===== config.mk =====
export PLATFORM = sky130hd
export DESIGN_NAME = requant_writeback
export DESIGN_NICKNAME = d
export VERILOG_FILES = /design/src/rtl/layer_pkg.sv /design/src/rtl/requant_core.sv /design/src/rtl/requant_writeback.sv
export SDC_FILE = /design/constraint.sdc
export NUM_CORES = 2
export LEC_CHECK = 0
export BUFFER_PORTS_ARGS = -buffer_cell sky130_fd_sc_hd__buf_4
export CAP_MARGIN = 20
export CORE_MARGIN = 5
export CORE_UTILIZATION = 45
export DETAILED_ROUTE_END_ITERATION = 10
export GPL_TIMING_DRIVEN = 0
export PLACE_DENSITY = 0.73
export SLEW_MARGIN = 30
export SYNTH_ARGS = -nofsm -noshare
export SYNTH_HDL_FRONTEND = slang
export SYNTH_SLANG_ARGS = --single-unit
export TNS_END_PERCENT = 20

===== constraint.sdc =====
create_clock -name clk -period 7.5 [get_ports clk]
set_clock_uncertainty 0.1 [all_clocks]
set_input_delay 1.5 -clock clk [delete_from_list [all_inputs] [get_ports clk]]
set_output_delay 1.5 -clock clk [all_outputs]
set_load 0.02 [all_outputs]

===== src/rtl/layer_pkg.sv =====
// Shared types and width helpers for the layer write-back path.
// Saturation works on a 64-bit carrier, so products of up to 64 bits are supported.
package layer_pkg;

    typedef enum logic [1:0] {IDLE, READ, DRAIN, FIN} state_t;

    function automatic int acc_w(input int dw);
        return 2 * dw;
    endfunction

    function automatic int prod_w(input int dw);
        return 3 * dw + 1;
    endfunction

    // Clamp a signed value into the range of a dw-bit two's-complement token.
    function automatic logic signed [63:0] sat_to_dw(input logic signed [63:0] v, input int dw);
        logic signed [63:0] hi;
        logic signed [63:0] lo;
        hi = (64'sd1 <<< (dw - 1)) - 64'sd1;
        lo = -(64'sd1 <<< (dw - 1));
        if (v > hi) return hi;
        if (v < lo) return lo;
        return v;
    endfunction

endpackage


===== src/rtl/requant_core.sv =====
// Two-stage requantizer: exact scale multiply, then round/ReLU/saturate.
// A valid bit and write-address tag travel with each entry.
module requant_core
    import layer_pkg::*;
#(
    parameter int ADDR_WIDTH = 10,
    parameter int DATA_WIDTH = 16
) (
    input  logic                      clk,
    input  logic                      rst,
    input  logic                      in_valid,
    input  logic [ADDR_WIDTH-1:0]     in_addr,
    input  logic [2*DATA_WIDTH-1:0]   in_data,
    input  logic [DATA_WIDTH-1:0]     scale,
    input  logic [4:0]                shift,
    input  logic                      relu_en,
    output logic                      pipe_valid,
    output logic                      out_valid,
    output logic [ADDR_WIDTH-1:0]     out_addr,
    output logic [DATA_WIDTH-1:0]     out_data
);

    localparam int PROD_W = prod_w(DATA_WIDTH);

    logic signed [PROD_W-1:0]  acc_x;
    logic signed [PROD_W-1:0]  scl_x;
    logic signed [PROD_W-1:0]  prod;
    logic [ADDR_WIDTH-1:0]     pipe_addr;
    logic signed [PROD_W-1:0]  rnd;
    logic signed [PROD_W-1:0]  shifted;
    logic [DATA_WIDTH-1:0]     sat_d;

    always_comb begin
        // NOTE: every variable gets a default before any branch, so no latch is inferred.
        acc_x   = PROD_W'($signed(in_data));
        scl_x   = PROD_W'({1'b0, scale});
        rnd     = '0;
        if (shift != 5'd0) rnd = PROD_W'(1) << (shift - 5'd1);
        shifted = (prod + rnd) >>> shift;
        if (relu_en && shifted < 0) shifted = '0;
        sat_d   = DATA_WIDTH'(sat_to_dw(64'(shifted), DATA_WIDTH));
    end

    // Bubbles carry zeros so the write port idles at 0.
    always_ff @(posedge clk or negedge rst) begin
        if (!rst) begin
            pipe_valid <= 1'b0;
            pipe_addr  <= '0;
            prod       <= '0;
            out_valid  <= 1'b0;
            out_addr   <= '0;
            out_data   <= '0;
        end else begin
            pipe_valid <= in_valid;
            pipe_addr  <= in_valid ? in_addr : '0;
            prod       <= in_valid ? acc_x * scl_x : '0;
            out_valid  <= pipe_valid;
            out_addr   <= pipe_valid ? pipe_addr : '0;
            out_data   <= pipe_valid ? sat_d : '0;
        end
    end

endmodule


===== src/rtl/requant_writeback.sv =====
// Streams the result BRAM through the requantizer into the next layer's token BRAM.
// Holds the run FSM, read counter and the configuration latched at start.
module requant_writeback
    import layer_pkg::*;
#(
    parameter int ADDR_WIDTH  = 10,
    parameter int DATA_WIDTH  = 16,
    parameter int NUM_NEURONS = 16,
    parameter int RES_BASE    = 0,
    parameter int TOK_BASE    = 0
) (
    input  logic                      clk,
    input  logic                      rst,
    input  logic                      start,
    input  logic [DATA_WIDTH-1:0]     scale,
    input  logic [4:0]                shift,
    input  logic                      relu_en,
    output logic                      res_rd_en,
    output logic [ADDR_WIDTH-1:0]     res_rd_addr,
    input  logic [2*DATA_WIDTH-1:0]   res_rd_data,
    output logic                      tok_wr_en,
    output logic [ADDR_WIDTH-1:0]     tok_wr_addr,
    output logic [DATA_WIDTH-1:0]     tok_wr_data,
    output logic                      busy,
    output logic                      done
);

    localparam logic [ADDR_WIDTH-1:0] RES_BASE_A = ADDR_WIDTH'(RES_BASE);
    localparam logic [ADDR_WIDTH-1:0] TOK_BASE_A = ADDR_WIDTH'(TOK_BASE);
    localparam logic [ADDR_WIDTH-1:0] LAST_IDX   = ADDR_WIDTH'(NUM_NEURONS - 1);

    state_t                 state;
    logic [ADDR_WIDTH-1:0]  cnt;
    logic                   data_valid;
    logic [ADDR_WIDTH-1:0]  data_tag;
    logic [DATA_WIDTH-1:0]  scale_q;
    logic [4:0]             shift_q;
    logic                   relu_q;
    logic                   pipe_valid;

    // NOTE: state uses non-blocking assignments so every register samples pre-edge values.
    always_ff @(posedge clk or negedge rst) begin
        if (!rst) begin
            state       <= IDLE;
            cnt         <= '0;
            res_rd_en   <= 1'b0;
            res_rd_addr <= '0;
            data_valid  <= 1'b0;
            data_tag    <= '0;
            scale_q     <= '0;
            shift_q     <= '0;
            relu_q      <= 1'b0;
            busy        <= 1'b0;
            done        <= 1'b0;
        end else begin
            // BRAM data arrives one cycle after the read; tag it with its write address.
            data_valid <= res_rd_en;
            data_tag   <= res_rd_en ? TOK_BASE_A + cnt : '0;
            case (state)
                IDLE: if (start) begin
                    state       <= READ;
                    cnt         <= '0;
                    res_rd_en   <= 1'b1;
                    res_rd_addr <= RES_BASE_A;
                    scale_q     <= scale;
                    shift_q     <= shift;
                    relu_q      <= relu_en;
                    busy        <= 1'b1;
                end
                READ: if (cnt == LAST_IDX) begin
                    state       <= DRAIN;
                    res_rd_en   <= 1'b0;
                    res_rd_addr <= '0;
                end else begin
                    cnt         <= cnt + 1'b1;
                    res_rd_addr <= res_rd_addr + 1'b1;
                end
                // The last write is on the port and nothing is behind it.
                DRAIN: if (tok_wr_en && !pipe_valid && !data_valid) begin
                    state <= FIN;
                    busy  <= 1'b0;
                    done  <= 1'b1;
                end
                FIN: begin
                    state <= IDLE;
                    done  <= 1'b0;
                end
                default: state <= IDLE;
            endcase
        end
    end

    requant_core #(
        .ADDR_WIDTH (ADDR_WIDTH),
        .DATA_WIDTH (DATA_WIDTH)
    ) u_core (
        .clk        (clk),
        .rst        (rst),
        .in_valid   (data_valid),
        .in_addr    (data_tag),
        .in_data    (res_rd_data),
        .scale      (scale_q),
        .shift      (shift_q),
        .relu_en    (relu_q),
        .pipe_valid (pipe_valid),
        .out_valid  (tok_wr_en),
        .out_addr   (tok_wr_addr),
        .out_data   (tok_wr_data)
    );

endmodule

==> impl_metrics.env <==
export IMPL_synth_area_per_cell_um2=8.59
export IMPL_syn_nets=4182
export IMPL_hp_class="reg -> reg"
export IMPL_max_freq_ghz=0.129
export IMPL_cts_buffer_depth=2
export IMPL_worstMarginPinSlew_ns=0.930
export IMPL_numPortBuffers=96
export IMPL_drtPass1Iterations=6
export IMPL_cts_sinks=145
export IMPL_synth_top_family_by_area="adder cells"
export IMPL_vias_per_cell=5.76
export IMPL_synth_seq_cells=145
export IMPL_rrSetupSlack_ns=-0.15
export IMPL_violations="negative setup slack"
export IMPL_outcome="finished, violations left"
export IMPL_synth_main_ff_cell="dfrtp_1"
export IMPL_final_period_utilization_pct=104
export IMPL_syn2layout_area_growth_pct=11.8
export IMPL_grt_pass1_wl_um=149000
export IMPL_fp_row_count=94
export IMPL_synthCells=3480
export IMPL_drv_slew=0
export IMPL_async_flop_share_pct=100
export IMPL_fin_tns_setup_ns=-1.51
export IMPL_synth_edf_count=0
export IMPL_timing_final_ws_setup_ns=-0.273
export IMPL_hold_viol=0
export IMPL_clk_pin_slew_ns=0.07
export IMPL_endpoint_kind="flop"
export IMPL_crit_required_ns=7.76
export IMPL_die_w_um=268
export IMPL_synthAdderAreaFrac_pct=39.3
export IMPL_core_area_um2=65900
export IMPL_max_slew_margin_pct=36.4
export IMPL_antenna_found_initial=0
export IMPL_wl_per_cell_um=20.8
export IMPL_clk_latency_ns=0.49
export IMPL_grt_total_usage_pct=26.3
export IMPL_powerDensity_nw_per_um2=53.0
export IMPL_initial_core_util_pct=45.4
export IMPL_grt_pass1_vias=26600
export IMPL_initialDrtViolationCount=2379
export IMPL_tritoncts="yes"
export IMPL_dp_hpwl_um=77300
export IMPL_numCtsBuffers=17
export IMPL_muxShareOfSynthArea_pct=3.10
export IMPL_fin_cells=4509
export IMPL_wl_um=93600
export IMPL_setup_viol_count_final=9
export IMPL_preCtsSetupSlack_ns=-1.36
export IMPL_grt_ovfl_total=0
export IMPL_drive_gt1_share_pct=11.2
export IMPL_yosys_area_share_simple_pct=19.5
export IMPL_cts_root_buf="clkbuf_16"
export IMPL_crit_path_start_kind="input pin"
export IMPL_die_h_um=268
export IMPL_yosys_warnings=0
export IMPL_nets=4333
export IMPL_grt_max_degree=87
export IMPL_placedInstanceArea_um2=32000
export IMPL_pin_count=97
export IMPL_vias=26000
export IMPL_whs_ns=0.328
export IMPL_die_area_um2=71700
export IMPL_seq_area_frac_synth_pct=12.1
export IMPL_netlist_area_um2=29900
export IMPL_arrival_ns=8.03
export IMPL_critPathKind="in -> reg"
export IMPL_cap_violations=0
export IMPL_cts_max_level=4
export IMPL_period_needed_ns=7.77
export IMPL_crit_fanout=5
export IMPL_synth_xor_area_share_pct=2.17
export IMPL_rsz0062_at_grt="true"
export IMPL_antenna_left=0
export IMPL_cellLeakagePower_nw=15.2
export IMPL_nFillCells=6206
export IMPL_ys_types=105
export IMPL_peakVddDrop_v=0.000127
export IMPL_drc=0
export IMPL_dpl_cell_count=4441
export IMPL_synth_compound_area_share_pct=14.2
export IMPL_finalInstanceArea_um2=33400
export IMPL_place_gp_congestion=1.01
==> final timing paths <==
kind,startpoint,end,cells past startpoint
min in group asynchronous,rst,scale_q[0]$_DFFE_PN0P_,1
min reg2reg,res_rd_en$_DFFE_PN0P_,data_valid$_DFF_PN0_,0
max in group asynchronous,rst,cnt[3]$_DFFE_PN0P_,2
max reg2reg,scale_q[3]$_DFFE_PN0P_,u_core.prod[46]$_DFF_PN0_,26
max,res_rd_data[10],u_core.prod[46]$_DFF_PN0_,28
min,res_rd_en$_DFFE_PN0P_,data_valid$_DFF_PN0_,0
==> per-layer routing <==
layer	wire, um	vias up	GRT usage, %
li1	-	11600	-
met1	38200	12900	35.5
met2	42400	1245	42.0
met3	9000	248	5.65
met4	4000	2	10.1
met5	40	-	0
==> per-stage QoR <==
step           utilization [%]  total power [W]
6_report                  50.7          0.00177
3_5_place_dp              48.5         0.000912
2_1_floorplan                -         0.000827
4_1_cts                   50.5          0.00179
3_3_place_gp              48.5         0.000909
5_1_grt                   50.7          0.00182
==> worst max-delay path: stages <==
cell       delay [ns]
buf_12           0.09
clkbuf_16        0.13
buf_8            0.10
nand2_4          0.04
fa_1             0.56
inv_2            0.05
fa_1             0.54
inv_2            0.04
fa_1             0.50
inv_1            0.05
fa_1             0.51
inv_2            0.04
fa_1             0.52
inv_2            0.04
fa_2             0.60
ha_4             0.23
and3_4           0.16
a311oi_4         0.32
o211ai_1         0.21
a211oi_2         0.30
o31a_1           0.26
a21oi_2          0.11
a311oi_2         0.31
nor2_2           0.10
a2111oi_2        0.30
a21oi_1          0.09
xor2_1           0.14
and2_1           0.16
==> cells by family (layout without fill, tap and decap cells) <==
family                     count (synthesis)  after routing
xor gates and xnor gates                  74             74
adders and majority gates                645            645
AOI/OAI and AO/OA                        601            601
buffers and inverters                    747            911
DFF                                      145            145
and+or+nand+nor                         1185           1185
other                                      1              2
muxes                                     82             82
==> state kept, by name, summed over array words and instances, names as in the netlist, 2 cells and up <==
name and cells:
scale_q 16, res_rd_addr 10, u_core.prod 49, shift_q 5, u_core.out_addr 10, data_tag 10
state 2, u_core.pipe_addr 10, u_core.out_data 16, cnt 10
==> cells in the mapped netlist (8+ instances only) <==
cell       instances  area [um2]
a31oi_1           27         169
o2111ai_1          8        70.1
dfrtp_1          145        3630
nor2_1           156         586
fa_1             490        9810
a31o_2             8        70.1
nand4_1           33         206
a311oi_1           9        78.8
a21boi_0           8        60.1
ha_1             155        1940
a211o_1           13         114
o21ai_2           13         114
a211oi_1          43         323
buf_1             22        82.6
and3_1            33         206
o21a_1            21         158
buf_2             19        95.1
nand2b_1          13        81.3
o31ai_1            8        60.1
or4_1             10        75.1
o31a_1             8        70.1
mux2_2            34         383
nor3_1            54         270
clkbuf_1         133         499
xor2_1            24         210
xnor2_1           50         438
inv_1            565        2120
or3_1             15        93.8
a21o_1            41         308
a2111oi_0         10        87.6
nor4_1            15        93.8
a21oi_1          142         711
o21ai_1            8        40.0
nand3_1           49         245
nand2_1          470        1760
o211ai_1          26         195
and2_1           284        1780
mux2i_1           43         430
nor2b_1           11        68.8
o22ai_1            8        50.1
o21ai_0           87         435
o211a_1           12         120
==> area by class of cell <==
type	instances	area (um2)	area share (%)
Multi-Input combinational cell	2588	23800	71.3
Tap cell	864	1080	3.23
Timing Repair Buffer	143	1230	3.69
Antenna cell	1	2.50	0.00749
Clock buffer	17	425	1.27
Buffer	169	955	2.86
Clock inverter	15	140	0.419
Inverter	567	2130	6.39
Sequential cell	145	3630	10.9
==> power by group <==
group          leakage [nW]  internal [W]  switching [W]
Combinational          12.9     0.0000534      0.0000869
Clock                 0.267      0.000436       0.000411
Sequential             2.00      0.000782              0
Total                  15.2       0.00127       0.000498
==> cell usage in the layout (no fill, tap or decap), types with 78 or more instances in the layout <==
cell        n
a21oi_1   135
nand2_1   459
ha_1      146
nor2_1    153
fa_1      484
and2_1    282
clkbuf_1   96
buf_4     129
dfrtp_1   144
inv_1     555
o21ai_0    78
==> repair_timing <==
| action | CTS | global route |
|---|---|---|
| hold buffers | 0 | 0 |
| setup endpoints to repair | 28 | 28 |
| endpoints found under the hold margin | 0 | 0 |
| buffers inserted | 38 | 10 |
| pin swaps | 35 | 21 |
| gates resized for setup | 101 | 53 |
No activity file was read; power rests on OpenSTA's default activity.
